File: src/rtl/spi_burst_ctrl.sv
// spi_burst_ctrl: two-way round-robin arbiter and burst sequencer for a
// byte-wide SPI shift engine. Holds a burst-wide chip select, strobes the
// engine's load/unload inputs and returns each received byte.
//
// Build option: define SPI_BURST_TMO_EN to add a SHIFT-phase watchdog that
// aborts a burst (done+err) after TMO_CYC cycles without the engine finishing.
//
// state   | meaning
// --------+-------------------------------------------------------------
// IDLE    | no owner; arbitrate between req0/req1
// LOAD    | one cycle: load owner's txd into the engine, pulse tx_rdy
// SHIFT   | engine shifting; unload the cycle spi_ssn_out returns high
// CAPTURE | one cycle: present received byte, step byte counter
// DONE    | one cycle: burst complete, release grant
// ABORT   | one cycle: watchdog expired (SPI_BURST_TMO_EN only)
module spi_burst_ctrl #(
  parameter int LEN_W   = 4,
  parameter int TMO_CYC = 15
) (
  input  logic             clock_in,
  input  logic             reset,
  input  logic             req0,
  input  logic             req1,
  input  logic [LEN_W-1:0] len0,
  input  logic [LEN_W-1:0] len1,
  input  logic [7:0]       txd0,
  input  logic [7:0]       txd1,
  output logic [1:0]       grant,
  output logic             tx_rdy,
  output logic [7:0]       rxd,
  output logic             rx_vld,
  output logic             done,
  output logic             err,
  output logic             cs_n,
  output logic             spi_load,
  output logic             spi_unload,
  output logic [7:0]       spi_datain,
  input  logic [7:0]       spi_dataout,
  input  logic             spi_ssn_out
);

  typedef enum logic [2:0] {
    S_IDLE    = 3'd0,
    S_LOAD    = 3'd1,
    S_SHIFT   = 3'd2,
    S_CAPTURE = 3'd3,
    S_DONE    = 3'd4,
    S_ABORT   = 3'd5
  } state_t;

  state_t             state_q, state_d;
  logic [1:0]         grant_q, grant_d;
  logic               cs_n_q, cs_n_d;
  logic [LEN_W-1:0]   cnt_q, cnt_d;
  logic               last_q, last_d;   // 1 = req1 owned the previous burst
  logic [7:0]         rxd_q, rxd_d;
  logic               pick1;

`ifdef SPI_BURST_TMO_EN
  localparam int TMO_W = $clog2(TMO_CYC + 1);
  localparam logic [TMO_W-1:0] TMO_LAST = TMO_W'(TMO_CYC - 1);
  logic [TMO_W-1:0]   tmo_q, tmo_d;
`endif

  // Round-robin pick: a lone requester wins; on contention the one not served last.
  assign pick1 = req1 & (~req0 | ~last_q);

  // State register and datapath flops, synchronous reset.
  always_ff @(posedge clock_in) begin
    if (reset) begin
      state_q <= S_IDLE;
      grant_q <= 2'b00;
      cs_n_q  <= 1'b1;
      cnt_q   <= '0;
      last_q  <= 1'b1;
      rxd_q   <= 8'h00;
`ifdef SPI_BURST_TMO_EN
      tmo_q   <= '0;
`endif
    end else begin
      state_q <= state_d;
      grant_q <= grant_d;
      cs_n_q  <= cs_n_d;
      cnt_q   <= cnt_d;
      last_q  <= last_d;
      rxd_q   <= rxd_d;
`ifdef SPI_BURST_TMO_EN
      tmo_q   <= tmo_d;
`endif
    end
  end

  // Next-state and next-datapath computation.
  always_comb begin
    state_d = state_q;
    grant_d = grant_q;
    cs_n_d  = cs_n_q;
    cnt_d   = cnt_q;
    last_d  = last_q;
    rxd_d   = rxd_q;
`ifdef SPI_BURST_TMO_EN
    tmo_d   = tmo_q;
`endif
    case (state_q)
      S_IDLE: begin
        if (req0 | req1) begin
          grant_d = pick1 ? 2'b10 : 2'b01;
          cnt_d   = pick1 ? len1 : len0;
          cs_n_d  = 1'b0;
          state_d = S_LOAD;
        end
      end
      S_LOAD: begin
`ifdef SPI_BURST_TMO_EN
        tmo_d   = '0;
`endif
        state_d = S_SHIFT;
      end
      S_SHIFT: begin
        if (spi_ssn_out) begin
          state_d = S_CAPTURE;
        end
`ifdef SPI_BURST_TMO_EN
        else if (tmo_q == TMO_LAST) begin
          state_d = S_ABORT;
        end else begin
          tmo_d = tmo_q + 1'b1;
        end
`endif
      end
      S_CAPTURE: begin
        rxd_d = spi_dataout;
        if (cnt_q == '0) begin
          // Chip select rises as the burst ends so it is high during DONE.
          cs_n_d  = 1'b1;
          state_d = S_DONE;
        end else begin
          cnt_d   = cnt_q - 1'b1;
          state_d = S_LOAD;
        end
      end
      S_DONE: begin
        // Grant stays visible alongside done so the owner can match it.
        grant_d = 2'b00;
        last_d  = grant_q[1];
        state_d = S_IDLE;
      end
      S_ABORT: begin
        grant_d = 2'b00;
        cs_n_d  = 1'b1;
        last_d  = grant_q[1];
        state_d = S_IDLE;
      end
      default: begin
        state_d = S_IDLE;
      end
    endcase
  end

  // Moore strobes plus the combinational unload, which must land in the
  // same cycle the engine signals completion.
  always_comb begin
    tx_rdy     = (state_q == S_LOAD);
    spi_load   = (state_q == S_LOAD);
    spi_unload = (state_q == S_SHIFT) & spi_ssn_out;
    rx_vld     = (state_q == S_CAPTURE);
    done       = (state_q == S_DONE) | (state_q == S_ABORT);
`ifdef SPI_BURST_TMO_EN
    err        = (state_q == S_ABORT);
`else
    err        = 1'b0;
`endif
    // The engine latch is stable through CAPTURE, so the byte is shown
    // together with rx_vld and held in rxd_q afterwards.
    rxd        = (state_q == S_CAPTURE) ? spi_dataout : rxd_q;
    if (grant_q[0]) begin
      spi_datain = txd0;
    end else if (grant_q[1]) begin
      spi_datain = txd1;
    end else begin
      spi_datain = 8'h00;
    end
  end

  assign grant = grant_q;
  assign cs_n  = cs_n_q;

endmodule

File: config.mk
export PLATFORM = sky130hd
export DESIGN_NAME = spi_burst_ctrl
export DESIGN_NICKNAME = d
export VERILOG_FILES = /design/src/rtl/spi_burst_ctrl.sv
export SDC_FILE = /design/constraint.sdc
export NUM_CORES = 1
export LEC_CHECK = 0
export BUFFER_PORTS_ARGS = -buffer_cell sky130_fd_sc_hd__buf_2
export CAP_MARGIN = 20
export CORE_MARGIN = 1
export CORE_UTILIZATION = 43
export CTS_BUF_LIST = sky130_fd_sc_hd__clkbuf_4 sky130_fd_sc_hd__clkbuf_8 sky130_fd_sc_hd__clkbuf_16
export CTS_CLUSTER_SIZE = 10
export DETAILED_ROUTE_END_ITERATION = 8
export PLACE_DENSITY = 0.87
export SLEW_MARGIN = 30
export SYNTH_ARGS = -nofsm -noshare
export SYNTH_HDL_FRONTEND = slang
export SYNTH_SLANG_ARGS = --single-unit
File: constraint.sdc
create_clock -name clock_in -period 1.65 [get_ports clock_in]
set_clock_uncertainty 0.05 [all_clocks]
set_input_delay 0.0825 -clock clock_in [delete_from_list [all_inputs] [get_ports clock_in]]
set_output_delay 0.0825 -clock clock_in [all_outputs]
set_load 0.02 [all_outputs]
Yosys cells after proc, flatten, opt, wreduce, memory -nomap -nowiden

Index checks and enable logic that the tools add are counted.

Reduce and logical (&&, ||, !) cells: 10
Bitwise operators: 7
Mux-type cells: 17
Add/sub/neg operators: 1
Eq/ne operators: 9

Operators with widths:

| cell                  | number |
|---|---|
| $mux W8               | 3 |
| $mux W4               | 3 |
| $pmux W3 S4           | 1 |
| $mux W3               | 3 |
| $pmux W4 S2           | 1 |
| $eq A3 B2 Y1 const B  | 2 |
| $eq A3 B3 Y1 const B  | 2 |
| $ne A2 B2 Y1 const B  | 3 |
| $reduce_and A3 Y1     | 2 |
| $logic_not A4 Y1      | 1 |
| $mux W2               | 2 |
| $pmux W2 S2           | 1 |
| $reduce_and A2 Y1     | 2 |
| $reduce_bool A2 Y1    | 2 |
| $sub A4 B1 Y4 const B | 1 |
| $eq A3 B1 Y1 const B  | 1 |
| $logic_not A3 Y1      | 1 |
| $or A1 B1 Y1          | 3 |
| $pmux W1 S3           | 1 |
| $reduce_bool A3 Y1    | 1 |
| $and A1 B1 Y1         | 2 |
| $mux W1               | 2 |
| $ne A2 B1 Y1 const B  | 1 |
| $not A1 Y1            | 2 |
| $reduce_or A2 Y1      | 1 |

Output and inout port bits: 25
Register bits: 19
Bits of input ports: 37
Word-level logic and storage cells: 50

Depth between registers and ports, before layout

Gate-level depths: netlist of run 1.

Word-level depth: 6
Mapped depth: 7
Mapped depth without buffers: 6

Worst setup path before layout of run 1

OpenSTA, ideal clock, no wires.

Path kind: flip-flop to output port
Start point: register state_q[1]
End point: output port tx_rdy
Stages on the path, launching flop included: 4
Data arrival time: 1396 ps
Data required time: 1517 ps
Path buffers: 2
Setup slack: 122 ps
Cells stage by stage: dfxtp_1 > buf_2 > nor3b_1 > buf_4

Word-level cells in the longest chain between the ends: 1

Ends and longest elaborated chain:

| element                  | RTL line | text |
|---|---|---|
| start: declaration       | 51       | `state_t state_q, state_d;` |
| start signal: assignment | 81       | `state_q <= state_d;` |
| $eq A3 B1 Y1             | -        |  |
| end: declaration         | 29       | `output logic tx_rdy,` |

Every way passes these cells.

Final worst setup path of run 1

Start point: register cnt_q[1]
End point: register cnt_q[2]

Word-level cells in the longest chain between the ends: 3
Elaborated cells on any way between the ends: 6
Classes of those cells: 1 x add/sub; 1 x eq/ne; 2 x mux; 2 x reduce/logical

Ends and longest elaborated chain:

| element                                                  | RTL line | text |
|---|---|---|
| start: declaration                                       | 54       | `logic [LEN_W-1:0] cnt_q, cnt_d;` |
| start signal: assignment                                 | 84       | `cnt_q <= cnt_d;` |
| $sub A4 B1 Y4 / $logic_not A4 Y1 (equally long branches) | 138, 133 |  |
| $mux W4 / $ne A2 B2 Y1 (equally long branches)           | -        |  |
| $pmux W4 S2 / $reduce_and A3 Y1 (equally long branches)  | -        |  |

Several ways; a longest one is shown, not always the timed one. The select of a mux whose other input is x is not followed.
A chain may end at the register's enable or synchronous reset.

==> flow_summary.ini, run 1 <==
[worst_setup_path]
cp_top_family = compound AO/OA/AOI/OAI gates
reg2reg_to = cnt_q[2]$_SDFFE_PP0P_
arrival_ns = 1.71
worst_path_max_delay_cell = dfxtp_1
cp_slowest_stage_delay_ns = 0.37
worstPathCellList = inv_1, ha_1, nor3b_4, o32ai_4, o21ai_1, a32o_1
rr_worst_depth = 6
critPathLaunchType = register
critPathKind = register to register
path_max_fanout = 8
critPathCaptureType = register
crit_buf_inv = 1
r2r_start = cnt_q[1]$_SDFFE_PP0P_
reg2reg_slack_ns = 0.1
cp_data_required_time_ns = 1.80

[final_layout]
layout_commonest_cell = buf_2
design_area_um2 = 1520
nets = 234
n_antenna_cell = 0
layout-drive-gt1-share_pct = 46.7
nFillCells = 249
mostFrequentLayoutCells = 60 x buf_2, 26 x nand2_1, 15 x dfxtp_1
area_growth_pct = 37.4

[job]
cap_violations = 0

[detailed_routing]
drc_errors = 0
drt_iter0_markers = 18
ant_nets = 0
vias_per_cell = 5.05
wl_mm = 2.51
routedWlPerCell_um = 11.1
via_count = 1136
firstDrtPassIters = 4

[die]
fp.dieArea_um2 = 2780
core-area_um2 = 2450
initial_utilization_pct = 45.1
die_h_um = 52.7
rows = 18
die_x_um = 52.7
io_pins = 62

[cts]
clk_path_buf_depth = 2
numClockSinks = 19
cts_made_buffers = 3
cts-root-buf = clkbuf_4
htreeDepth = 1
clk_pin_slew_ns = 0.11
cts_tree = built
hold_buffers = 0
clk_latency_ns = 0.30

[yosys]
synth_nets = 168
synth_xor_xnor_area_share_pct = 0.791
synthMuxAreaShare_pct = 2.82
synth_edf_count = 0
synth-simple-area-share_pct = 28.5
synth-compound-area-share_pct = 24.4
synth_cells = 130
synth-seq-cells = 19
synthArstFlopShare_pct = 0
yosysWarnings = 0
synth_fa_ha_area_share_pct = 1.13
synth_cell_types = 44
ys.flop_type = dfxtp_1
ys_seq_area_share_pct = 34.4
avgSynthCellArea_um2 = 8.52
synth_top_family_by_area = simple AND/OR/NAND/NOR gates
netlist_area_um2 = 1110

[timing]
hold_viol = 0
setup_viol_count_final = 0
max_clock_freq_ghz = 0.644
timing.final.crit_share_pct = 94.1
min_period_ns = 1.55
slew_violations = 0

[placement]
io_buffers = 60
dp_hpwl_mm = 1.89
gp_congestion = 0.742
placed_area_um2 = 1430

[grt]
grt.overflow.total = 0
grt_pass1_wl_mm = 3.81
grt_pass1_vias = 930
antenna_found_initial = 0
grt_use_total_pct = 18.2
grt_max_degree = 22

[pwr]
cellPowerDensity_nw_per_um2 = 923
max-vdd-ir-drop_mv = 0.567
power_w = 0.00140
power.leakage_nw = 0.782

[worst_hold_path]
hp-start = spi_dataout[6]
holdPathEnd = rxd_q[6]$_SDFF_PP0_
hold_depth = 4
hold_class = input port to register

[run_status]
status = finished clean
==> cell type report <==
cell class / count / area [um^2] / share of cell area [%]
Multi-Input combinational cell: 95 / 648 / 42.6
Tap cell: 30 / 37.5 / 2.47
Sequential cell: 19 / 393 / 25.8
Timing Repair Buffer: 72 / 390 / 25.7
Inverter: 5 / 22.5 / 1.48
Clock buffer: 4 / 30.0 / 1.97
==> metal layers <==
| metal | wire, um | up-vias | global-route usage [%] |
|---|---|---|---|
| met5 | 0 | - | 0 |
| met4 | 26 | 0 | 5.26 |
| met1 | 1170 | 504 | 21.8 |
| li1 | - | 584 | - |
| met2 | 1180 | 44 | 33.1 |
| met3 | 133 | 4 | 2.61 |
==> power by group <==
| part | internal (W) | switching [W] |
|---|---|---|
| clock | 0.000111 | 0.000142 |
| combinational | 0.000279 | 0.000304 |
| sequential | 0.000513 | 0.0000568 |
==> registers in the layout, indices dropped and copies added, names as in the netlist <==
signal and count:
rxd_q 8, cnt_q 4, state_q 3, grant 2
cs_n 1, last_q 1
==> logic make-up after synthesis <==
kind of cell | after synthesis
adder cells (fa/ha/maj) | 1
multiplexers | 3
XOR/XNOR | 1
other | 1
AO/OA/AOI/OAI | 30
buffers and inverters | 16
flip-flops | 19
AND/OR/NAND/NOR | 59
==> cell usage after synthesis, types with 2 or more instances <==
cell type	instances	area (um^2)
a22o_1	8	70.1
a21oi_1	4	20.0
dfxtp_1	19	380
nor3_1	4	20.0
nor2_1	6	22.5
nor2b_1	12	75.1
buf_2	2	10.0
mux2i_1	2	20.0
inv_1	5	18.8
nand2b_1	2	12.5
nand2_1	26	97.6
o31ai_1	2	15.0
clkbuf_1	4	15.0
buf_4	4	30.0
==> what timing repair did <==
| action | 4_1_cts | 5_1_grt |
|---|---|---|
| endpoints found under the setup margin | 9 | 11 |
| pin swaps | 0 | 1 |
| setup buffers | 2 | 3 |
| gates resized for setup | 5 | 4 |
| gates cloned | 0 | 0 |
==> per-stage QoR <==
stage | util (%) | TNS [ns] | setup WS (ns) | hold WS (ns) | cells
4_1_cts | 60.6 | 0 | 0.0133 | 0.0382 | 222
2_1_floorplan | - | 0 | 0.122 | 0.283 | 130
3_3_place_gp | 58.3 | 0 | 0.0816 | 0.344 | 216
6_report | 62.0 | 0 | 0.0968 | 0.0362 | 225
5_1_grt | 62.0 | -0.0350 | -0.0229 | 0.0596 | 225
3_5_place_dp | 58.3 | 0 | 0.0579 | 0.347 | 216
==> worst max-delay path by stage <==
| stage | from | end | slack [ns] | cells after the start |
|---|---|---|---|---|
| 2_1_floorplan | state_q[1]$_SDFFE_PP0P_ | tx_rdy | 0.12 | 3 |
| 3_3_place_gp | cnt_q[0]$_SDFFE_PP0P_ | cnt_q[0]$_SDFFE_PP0P_ | 0.08 | 6 |
| 3_5_place_dp | cnt_q[0]$_SDFFE_PP0P_ | cnt_q[3]$_SDFFE_PP0P_ | 0.06 | 6 |
| 4_1_cts | cnt_q[0]$_SDFFE_PP0P_ | cnt_q[2]$_SDFFE_PP0P_ | 0.01 | 6 |
| 5_1_grt | cnt_q[1]$_SDFFE_PP0P_ | cnt_q[3]$_SDFFE_PP0P_ | -0.02 | 6 |
| 6_report | cnt_q[1]$_SDFFE_PP0P_ | cnt_q[2]$_SDFFE_PP0P_ | 0.1 | 6 |
==> worst reg2reg max path: stages (launching register included) <==
cell and delay [ns]:
dfxtp_1 0.37, inv_1 0.07, ha_1 0.21, nor3b_4 0.18, o32ai_4 0.22, o21ai_1 0.13, a32o_1 0.23
Power figures use the tool's default switching activity.
==> inputs of run 2 (changes only) <==
--- a/config.mk
+++ b/config.mk
@@ -5,14 +5,16 @@
 export SDC_FILE = /design/constraint.sdc
 export NUM_CORES = 1
 export LEC_CHECK = 0
+export ABC_AREA = 1
 export BUFFER_PORTS_ARGS = -buffer_cell sky130_fd_sc_hd__buf_2
 export CAP_MARGIN = 20
-export CORE_MARGIN = 1
-export CORE_UTILIZATION = 43
+export CORE_ASPECT_RATIO = 1.5
+export CORE_MARGIN = 2
+export CORE_UTILIZATION = 44
 export CTS_BUF_LIST = sky130_fd_sc_hd__clkbuf_4 sky130_fd_sc_hd__clkbuf_8 sky130_fd_sc_hd__clkbuf_16
 export CTS_CLUSTER_SIZE = 10
 export DETAILED_ROUTE_END_ITERATION = 8
-export PLACE_DENSITY = 0.87
+export PLACE_DENSITY = 0.88
 export SLEW_MARGIN = 30
 export SYNTH_ARGS = -nofsm -noshare
 export SYNTH_HDL_FRONTEND = slang
==> flow_summary.ini, run 2 <==
[worst_setup_path]
path_max_fanout = 6
critPathCaptureType = output port
critPathKind = register to output port
cp_data_required_time_ns = 1.52
critPathLaunchType = register
arrival_ns = 1.50

[cts]
clk_latency_ns = 0.30
cts_made_buffers = 3
numClockSinks = 19
cts-root-buf = clkbuf_4
clk_path_buf_depth = 2
clk_pin_slew_ns = 0.12
htreeDepth = 1
cts_tree = built

[yosys]
yosysWarnings = 0
synthArstFlopShare_pct = 0
netlist_area_um2 = 1160
synth.area.top_cells = dfxtp_1 33%, nand2_1 17%, inv_1 9.4%
ys_seq_area_share_pct = 32.8
synth_nets = 222
synth_top_cell_by_area = dfxtp_1
yosysMostFrequentCell = nand2_1
synth_edf_count = 0
synth-seq-cells = 19
avgSynthCellArea_um2 = 6.30
synth_top_area_share_pct = 32.8
synth_cell_types = 28
synthTopCellsByCount = 51 x nand2_1, 29 x inv_1, 23 x nor2_1
synth_cells = 184
ys.flop_type = dfxtp_1

[timing]
setup_viol_count_final = 0
hold_viol = 0
min_period_ns = 1.63
setup_slack_ns = 0.0206
timing.final.crit_share_pct = 98.8
rsz0062_at_grt = yes
setup_tns_ns = 0
max_clock_freq_ghz = 0.614
slew_violations = 0

[detailed_routing]
drc_errors = 0
vias_per_cell = 4.93
ant_nets = 0
routedWlPerCell_um = 10.8
via_count = 1342
firstDrtPassIters = 4
drt_iter0_markers = 21
wl_mm = 2.92

[pwr]
power.leakage_nw = 0.984
power_w = 0.00145
max-vdd-ir-drop_mv = 0.813
cellPowerDensity_nw_per_um2 = 935

[placement]
gp_congestion = 0.780
preCtsSetupSlack_ns = 0.172
dp_hpwl_mm = 2.22
dp_cells = 264
placed_area_um2 = 1460
io_buffers = 60

[final_layout]
multi_input_comb_area_um2 = 628
mostFrequentLayoutCells = 60 x buf_2, 50 x nand2_1, 29 x inv_1
n_antenna_cell = 0
regMostFlops = rxd_q
final_cells = 272
nFillCells = 241
area_growth_pct = 34.0
reg.largest.list = rxd_q (8), cnt_q (4), state_q (3)
layout_commonest_cell = buf_2
layout-drive-gt1-share_pct = 35.1
nets = 287
design_area_um2 = 1550
largest_register_ffs = 8
seq_area_um2 = 387

[job]
cap_violations = 0

[grt]
grt_max_degree = 14
grt_pass1_vias = 1150
grt.overflow.total = 0
grt_pass1_wl_mm = 4.54
grt_use_total_pct = 20.1
antenna_found_initial = 0

[die]
io_pins = 62
fp.dieArea_um2 = 3070
initial_utilization_pct = 46.8
core-area_um2 = 2480
die_h_um = 66.9
rows = 22
die_x_um = 45.9

[run_status]
status = finished clean

[worst_hold_path]
hold_class = input port to register
-- run 2: cell types whose count changed in the layout (fill, tap and decap cells not counted), sizes merged, moves of 3 or more --
cell and change:
a22o -8, buf -7, inv +25, nand2 +28, nand3 +15, nand4 +3
nor2 +18, nor2b -12, o21ai +6, or2 +8
-- run 2: cells by family (layout without fill, tap and decap cells) --
logic type | after synthesis | after routing | share of synthesized area, %
flops | 19 | 19 | 32.8
fa+ha+maj | 1 | 1 | 1.08
buf+inv | 36 | 100 | 13.6
compound gates | 19 | 19 | 9.38
other cells | 1 | 1 | 0.323
xor+xnor | 1 | 1 | 0.755
simple gates | 107 | 107 | 42.1
-- run 2: per-stage QoR --
step | hold slack, ns | utilization [%]
after CTS | 0.00360 | 62.5
after floorplan | 0.102 | -
after global placement | 0.284 | 59.1
after global routing | 0.0212 | 62.7
final | 0.00303 | 62.7
after detailed placement | 0.294 | 59.1
-- run 2: cell type report --
class / instances / share of cell area [%]
multi-input cells: 129 / 40.4
flip-flops and latches: 19 / 24.9
repair buffers: 67 / 23.8
inverters: 29 / 7.00
clock buffers: 4 / 1.93
well taps: 24 / 1.93
-- run 2: critical path: stages (launching register included) --
cell     delay, ns
dfxtp_4       0.39
nand2_2       0.08
nor2_4        0.06
buf_12        0.12
or2_2         0.27
o21ai_2       0.07
inv_1         0.05
buf_2         0.15
-- run 2: power breakdown --
part / leakage [nW] / total, W / internal [W] / switching [W]
sequential: 0.157 / 0.000557 / 0.000515 / 0.0000419
clock: 0.0184 / 0.000260 / 0.000111 / 0.000150
combinational: 0.808 / 0.000636 / 0.000245 / 0.000391
total: 0.984 / 0.00145 / 0.000870 / 0.000583
-- run 2: metal layers --
layer,track usage [%],vias up,wire (um),share of wire [%]
met1,18.3,584,1100,38
met3,2.71,4,205,7.0
met5,0,-,0,0
li1,-,697,-,-
met4,6.43,0,38,1.3
met2,41.3,57,1580,54
-- run 2: worst paths after layout --
check	startpoint	endpoint	slack, ns	depth (start not counted)
worst max-delay path	state_q[0]$_SDFFE_PP0P_	rxd[5]	0.02	7
worst min-delay path	spi_dataout[6]	rxd_q[6]$_SDFF_PP0_	0.003	3
worst max register to register	state_q[0]$_SDFFE_PP0P_	cnt_q[2]$_SDFFE_PP0P_	0.18	8
worst min register to register	cs_n$_SDFFE_PP1P_	cs_n$_SDFFE_PP1P_	0.46	2
-- run 2: what timing repair did --
item / 4_1_cts / 5_1_grt
pin swaps: 1 / 0
endpoints found under the setup margin: 8 / 8
hold buffers: 2 / 0
gates resized for setup: 5 / 2
setup buffers: 2 / 0
endpoints found under the hold margin: 2 / 0
